--- config.mk ---
export PLATFORM = sky130hd
export DESIGN_NAME = usb_linestate_gen
export DESIGN_NICKNAME = d
export VERILOG_FILES = /design/src/rtl/usb_linestate_gen.sv
export SDC_FILE = /design/constraint.sdc
export NUM_CORES = 1
export LEC_CHECK = 0
export BUFFER_PORTS_ARGS = -buffer_cell sky130_fd_sc_hd__buf_4
export CORE_MARGIN = 2
export CORE_UTILIZATION = 59
export CTS_BUF_LIST = sky130_fd_sc_hd__clkbuf_8
export DETAILED_ROUTE_END_ITERATION = 10
export PLACE_DENSITY = 0.84
export SETUP_SLACK_MARGIN = 0.1
export SYNTH_ARGS = -nofsm -noshare
export SYNTH_HDL_FRONTEND = slang
export SYNTH_SLANG_ARGS = --single-unit
--- constraint.sdc ---
create_clock -name fe_clk -period 4.6 [get_ports fe_clk]
set_input_delay 0.46 -clock fe_clk [delete_from_list [all_inputs] [get_ports fe_clk]]
set_output_delay 0.46 -clock fe_clk [all_outputs]
set_load 0.05 [all_outputs]
--- src/rtl/usb_linestate_gen.sv ---
// usb_linestate_gen: device-attach linestate source (SE0 idle, J attach, SE0 reset window, J) for speed-autodetect self-test.
// Ports: fe_clk/reset_n (async active-low); I_start/I_abort control; I_speed target speed
// (00 AUTO, 01 LS, 10 FS, 11 HS); I_wait0/1/2 durations; O_linestate {D-,D+}; O_busy, O_done, O_error status.
module usb_linestate_gen #(
    parameter int pCOUNTER_WIDTH = 24,
    parameter int pMARGIN        = 2
) (
    input  logic                      fe_clk,
    input  logic                      reset_n,
    input  logic                      I_start,
    input  logic                      I_abort,
    input  logic [1:0]                I_speed,
    input  logic [pCOUNTER_WIDTH-1:0] I_wait0,
    input  logic [pCOUNTER_WIDTH-1:0] I_wait1,
    input  logic [pCOUNTER_WIDTH-1:0] I_wait2,
    output logic [1:0]                O_linestate,
    output logic                      O_busy,
    output logic                      O_done,
    output logic                      O_error
);
    localparam int lp_w = pCOUNTER_WIDTH;
    localparam logic [1:0] lp_auto = 2'd0;
    localparam logic [1:0] lp_ls   = 2'd1;
    localparam logic [1:0] lp_hs   = 2'd3;
    localparam logic [lp_w:0]   lp_margin_x = (lp_w+1)'(pMARGIN);
    localparam logic [lp_w-1:0] lp_margin   = lp_w'(pMARGIN);
    localparam logic [lp_w-1:0] lp_one      = lp_w'(1);
    typedef enum logic [2:0] {S_IDLE, S_WAIT0, S_ATTACH, S_RESET_SE0, S_DONE} state_t;
    state_t            r_state, w_next;
    logic [lp_w-1:0]   r_cnt, w_len, w_fs_len;
    logic [1:0]        r_speed;
    logic              r_error, w_load, w_accept, w_err, w_expire;
    function automatic logic [lp_w-1:0] f_add_sat(input logic [lp_w-1:0] a);
        logic [lp_w:0] s;
        s = {1'b0, a} + lp_margin_x;
        return s[lp_w] ? '1 : s[lp_w-1:0];
    endfunction
    assign w_expire = r_cnt == '0;
    // FS reset window is shortened so the detector lands below its low threshold, never under one cycle
    assign w_fs_len = (I_wait2 > lp_margin) ? I_wait2 - lp_margin : lp_one;
    always_comb begin
        w_next   = r_state;
        w_load   = 1'b0;
        w_len    = '0;
        w_accept = 1'b0;
        w_err    = 1'b0;
        if (I_abort) begin
            w_next = S_IDLE;
            w_load = 1'b1;
        end else begin
            case (r_state)
                S_IDLE, S_DONE: if (I_start) begin
                    w_err    = I_speed == lp_auto;
                    w_accept = I_speed != lp_auto;
                    w_next   = (I_speed == lp_auto) ? r_state : S_WAIT0;
                    w_load   = 1'b1;
                    w_len    = I_wait0;
                end
                S_WAIT0: if (w_expire) begin
                    w_next = S_ATTACH;
                    w_load = 1'b1;
                    w_len  = f_add_sat(I_wait1);
                end
                S_ATTACH: if (w_expire) begin
                    w_next = (r_speed == lp_ls) ? S_DONE : S_RESET_SE0;
                    w_load = 1'b1;
                    w_len  = (r_speed == lp_hs) ? f_add_sat(I_wait2) : w_fs_len;
                end
                S_RESET_SE0: if (w_expire) w_next = S_DONE;
                default: w_next = S_IDLE;
            endcase
        end
    end
    always_ff @(posedge fe_clk or negedge reset_n) begin
        if (!reset_n) begin
            r_state <= S_IDLE;
            r_cnt   <= '0;
            r_speed <= lp_auto;
            r_error <= 1'b0;
        end else begin
            r_state <= w_next;
            r_cnt   <= w_load ? ((w_len == '0) ? '0 : w_len - lp_one) : (w_expire ? r_cnt : r_cnt - lp_one);
            r_error <= w_err;
            if (w_accept) r_speed <= I_speed;
        end
    end
    assign O_linestate = (r_state == S_ATTACH) ? ((r_speed == lp_ls) ? 2'b10 : 2'b01) :
                         (r_state == S_DONE && r_speed != lp_ls) ? 2'b01 : 2'b00;
    assign O_busy  = r_state == S_WAIT0 || r_state == S_ATTACH || r_state == S_RESET_SE0;
    assign O_done  = r_state == S_DONE;
    assign O_error = r_error;
endmodule
Word-level counts from Yosys, hierarchy flattened
Index checks and enable logic that the tools add are counted.

word-level totals
  register bits = 30
  output and inout bits = 5
  input bits = 78
  logic and storage cells = 67

cells by class
  add/subtract/negate cells = 5
  muxes and demuxes = 33
  order comparisons = 1
  equality and inequality tests = 13
  reductions and logical operators = 11

operator list
  operator                                                        number
  2-to-1 mux 24 bit                                               11
  case mux 24 bit (3 select lines)                                1
  adder 24 x 2 -> 25 bit, second input constant                   2
  logical NOT 24 bit                                              2
  subtractor 24 x 1 -> 24 bit, second input constant              2
  greater-than comparator 24 x 2 -> 1 bit, second input constant  1
  subtractor 24 x 2 -> 24 bit, second input constant              1
  2-to-1 mux 3 bit                                                7
  inequality test 3 bit, second input constant                    5
  case mux 3 bit (4 select lines)                                 1
  2-to-1 mux 1 bit                                                10
  equality test 3 x 2 -> 1 bit, second input constant             2
  AND reduction 5 bit                                             1
  2-to-1 mux 2 bit                                                2
  inequality test 2 x 1 -> 1 bit, second input constant           2
  OR reduction 2 bit                                              2
  equality test 3 x 1 -> 1 bit, second input constant             1
  equality test 3 bit, second input constant                      1
  logical NOT 3 bit                                               1
  equality test 2 x 1 -> 1 bit, second input constant             1
  equality test 2 bit, second input constant                      1
  logical NOT 2 bit                                               1
  logical OR 1 bit                                                2
  case mux 1 bit (2 select lines)                                 1
  other kinds (2)                                                 2

Depth between registers and ports, before layout
  word-level depth = 9
  gate-level depth with buffers = 15
  depth with buffers taken out = 13

Worst setup path before layout
OpenSTA, ideal clock, no wires.

  kind = input to register
  start point = input port I_wait2[1]
  end point = register r_cnt[11]
  stages = 15
  data required time = 4.457 ns
  library setup time = 0.143 ns
  setup slack = 0.967 ns
  path buffers = 3
  arrival = 3.490 ns
  cells stage by stage = clkbuf_1 inv_1 ha_1 or3b_2 clkbuf_1 or2_4 or3_1 o221a_1 o21ai_2 o211ai_2 nor4_4 nand2_2 o21bai_4 buf_6 o22ai_2

on the way
  cells in the longest elaborated chain, start to end = 9
  elaborated cells between the ends (all ways) = 13
  those cells by class = 3 x add/sub; 1 x order compare; 8 x mux; 1 x reduce/logical

RTL lines
  element                                                            line    RTL
  start, declared                                                    15      input logic [pCOUNTER_WIDTH-1:0] I_wait2,
  adder 24 x 2 -> 25 bit, or another cell as far along               35      s = {1'b0, a} + lp_margin_x;
  2-to-1 mux 24 bit, on equally long branches                        36, 40
  2-to-1 mux 24 bit (*)                                              67      w_len = (r_speed == lp_hs) ? f_add_sat(I_wait2) : w_fs_len;
  2-to-1 mux 24 bit (*)                                              64      S_ATTACH: if (w_expire) begin
  case mux 24 bit (3 select lines) (*)                               51      case (r_state)
  2-to-1 mux 24 bit (*)                                              47      if (I_abort) begin
  subtractor 24 x 1 -> 24 bit or logical NOT 24 bit (tied branches)  82      r_cnt <= w_load ? ((w_len == '0) ? '0 : w_len - lp_one) : (w_expire ? r_cnt : r_cnt - lp_one);
  2-to-1 mux 24 bit (*) (2 in a row)                                 82
  end signal, assigned                                               82
  end, declared                                                      30      logic [lp_w-1:0] r_cnt, w_len, w_fs_len;

Mark *: on every way between the ends. The rest lies on a longest branch, timed or not.
A chain may end at the register's enable or synchronous reset.

Worst setup path after layout
  start point = input port I_wait2[1]
  end point = register r_cnt[18]

Same word-level chain as after synthesis.

==> flow_summary.json <==
{
  "status": "complete, no violations",
  "grt_max_degree": 31,
  "path_max_fanout": 20,
  "grt_use_total": 0.3747,
  "peakVddDrop_uv": 141.8,
  "pre_cts_ws_ns": 0.2557,
  "swShare": 0.4746,
  "max-clock-path-buffers": 2,
  "finalSetupTns_ns": 0,
  "rrSetupSlack_ns": 0.49,
  "syn_area_per_cell_sq_um": 7.159,
  "cp.depth": 13,
  "final_cell_mix": "buf_4 (91), nand2_1 (75), nand3_1 (43)",
  "synth-simple-area-share": 0.3955,
  "p_sw_uw": 763.4,
  "yosys.area_share.adder": 0.01806,
  "syn_inst": 658,
  "cts-root-buf": "clkbuf_8",
  "cts_num_sinks": 30,
  "port_buffers": 82,
  "ys_types": 78,
  "path_buf_inv": 2,
  "p_int_uw": 845.2,
  "gp_congestion": 1.131,
  "setup_slack_ns": 0.4341,
  "start_util": 0.6096,
  "fin_nets": 802,
  "powerDensity_nw_per_um2": 297.0,
  "slowest_stage": "a211oi_1",
  "critPathTopFamily": "simple AND/OR/NAND/NOR gates",
  "clock-skew-final_ns": 0.003876,
  "first_pass_iters": 6,
  "tightest_slew_ns": 1.085,
  "drv_cap": 0,
  "clkLatencyLatePin_ns": 0.28,
  "synth_compound_area_frac": 0.2462,
  "fp.dieW_um": 93.36,
  "postCtsSetupBuffers": 0,
  "grt_pass1_wl_um": 26110,
  "via_per_inst": 6.937,
  "crit-reg2reg-launch": "r_cnt[0]",
  "setup_viol": 0,
  "rows": 32,
  "clkPwrFrac": 0.131,
  "dr_total_vias": 5681,
  "first_iter_violations": 634,
  "cp_slowest_stage_delay_ns": 0.60,
  "diodes": 0,
  "grt_antenna_before_repair": 0,
  "crit_required_ns": 4.74,
  "hold_path.class": "input port to asynchronous set/reset pin",
  "ys_seq_elements": 30,
  "syn-num-nets": 742,
  "final_common_cell": "buf_4",
  "reg2reg_to": "r_cnt[10]",
  "yosysWarnings": 0,
  "power_mw": 1.609,
  "p_leak_nw": 2.089,
  "cts_tree": "done",
  "cp-start-kind": "input port",
  "max_freq_mhz": 240.0,
  "rsz0062_at_grt": "false",
  "synthMuxAreaShare": 0.01062,
  "fin_crit_sh": 0.9056,
  "place_hpwl_um": 13100,
  "worst-setup-path-type": "input port to register",
  "routed_wl_um": 16580,
  "crit_chain": "buf_4 > inv_1 > ha_1 > or3b_2 > nor4_1 > mux2i_1 > a2111oi_0 > a211oi_1 > nand2_1 > nor4_4 > nand2_2 > o21bai_4 > o22ai_1",
  "die-area_sq_um": 8715,
  "drive_gt1_frac": 0.1757,
  "crit_path_end_kind": "register",
  "coreArea_sq_um": 7727,
  "overflow": 0,
  "syn_to_final_growth_pct": 14.98,
  "layout_min_cycle_time_ns": 4.166,
  "synth-edff-count": 0,
  "grt_pass1_vias": 5232,
  "synthXorXnorAreaFrac": 0.1208,
  "slew_viol_final": 0,
  "hold_buffers": 0,
  "io-pin-count": 83,
  "seqPwrFrac": 0.298,
  "synth_ff_type": "dfrtp_1",
  "ant_nets": 0,
  "arrival_ns": 4.31,
  "wl_per_cell_um": 20.24,
  "die_y_um": 93.36,
  "synth_top_family_by_area": "simple AND/OR/NAND/NOR gates",
  "numCtsBuffers": 5,
  "cts-htree-levels": 2,
  "relSlewSlack": 0.2753,
  "async_flop_share": 1.000,
  "drc_errors": 0,
  "syn_area_sq_um": 4711,
  "worstRegToRegCells": 12,
  "combPwrFrac": 0.571,
  "finalHoldViolCount": 0,
  "clk_pin_slew_ns": 0.06,
  "nFillCells": 690,
  "cts_resized": 0,
  "ys_seq_area_frac": 0.1594
}
==> worst max-delay path by stage <==
stage / from / endpoint / slack, ns
after global routing: I_wait2[1] / r_cnt[20] / 0.18
final: I_wait2[1] / r_cnt[18] / 0.43
after floorplan: I_wait2[1] / r_cnt[11] / 0.97
after global placement: I_wait2[1] / r_cnt[20] / 0.40
after detailed placement: I_wait2[1] / r_cnt[16] / 0.26
after CTS: r_cnt[0] / r_cnt[10] / 0.54
==> flip-flops by register name, indices dropped and copies added, names as in the netlist <==
| signal | count |
|---|---|
| O_error | 1 |
| r_cnt | 24 |
| r_speed | 2 |
| r_state | 3 |
==> layout make-up <==
cell class	instances	area, sq um	share of cell area
clock buffer	6	82.58	0.01525
inverter	12	45.04	0.008316
multi-input combinational	578	3727	0.6881
sequential	30	750.7	0.1386
tap	102	127.6	0.02356
timing repair buffer	91	683.2	0.1261
==> power by group through the flow <==
stage / Clock (mW) / Sequential, mW / Combinational (mW)
after detailed placement: 0 / 0.477 / 0.887
after global placement: 0 / 0.466 / 0.864
final: 0.211 / 0.479 / 0.918
after global routing: 0.218 / 0.490 / 0.983
after floorplan: 0 / 0.439 / 0.648
after CTS: 0.213 / 0.474 / 0.895
==> cell families after synthesis <==
kind of cell             Yosys count
AO/OA/AOI/OAI                    163
XOR/XNOR                          65
adder cells (fa/ha/maj)            7
buffers and inverters             50
flip-flops                        30
multiplexers                       5
AND/OR/NAND/NOR                  338
==> cells in the mapped netlist (all sizes together), types with 4 or more instances <==
master / count / area share
a21oi: 31 / 0.034
nand4: 19 / 0.025
and3: 10 / 0.013
a22oi: 9 / 0.014
a211oi: 6 / 0.0096
o21ai: 36 / 0.041
nor4: 22 / 0.037
nand4b: 4 / 0.0074
xor2: 28 / 0.052
a21o: 5 / 0.0080
or4: 16 / 0.026
a31oi: 5 / 0.0066
o211ai: 5 / 0.0090
inv: 12 / 0.0096
ha: 6 / 0.016
dfrtp: 30 / 0.16
o22ai: 19 / 0.036
xnor2: 37 / 0.069
nor2: 41 / 0.033
nand2: 76 / 0.061
and2: 10 / 0.013
and4: 6 / 0.011
mux2i: 5 / 0.011
nor3b: 6 / 0.011
or2: 4 / 0.0058
nand3: 43 / 0.046
a211o: 4 / 0.0074
o31ai: 12 / 0.019
or3: 20 / 0.027
nor2b: 4 / 0.0053
buf: 12 / 0.018
nor3: 36 / 0.038
clkbuf: 26 / 0.022
nand2b: 11 / 0.015
a221oi: 4 / 0.0074
nand3b: 4 / 0.0064
==> per-layer routing <==
metal,up-vias,wire [um],track usage
met5,-,0,0
met4,0,846,0.1850
met3,75,1604,0.03948
met2,396,7658,0.6049
met1,2605,6466,0.4975
li1,2605,-,-
==> per-stage QoR <==
step | cells | area (sq um) | util | hold slack (ns)
detailed placement | 813 | 5334 | 0.6903 | 0.4012
floorplan | 658 | 4711 | - | 0.1644
CTS | 819 | 5416 | 0.7009 | 0.09927
global placement | 813 | 5334 | 0.6903 | 0.3998
global route | 819 | 5416 | 0.7009 | 0.1245
finish | 819 | 5416 | 0.7009 | 0.08815
Note: power is estimated with default switching activity, not from simulation.
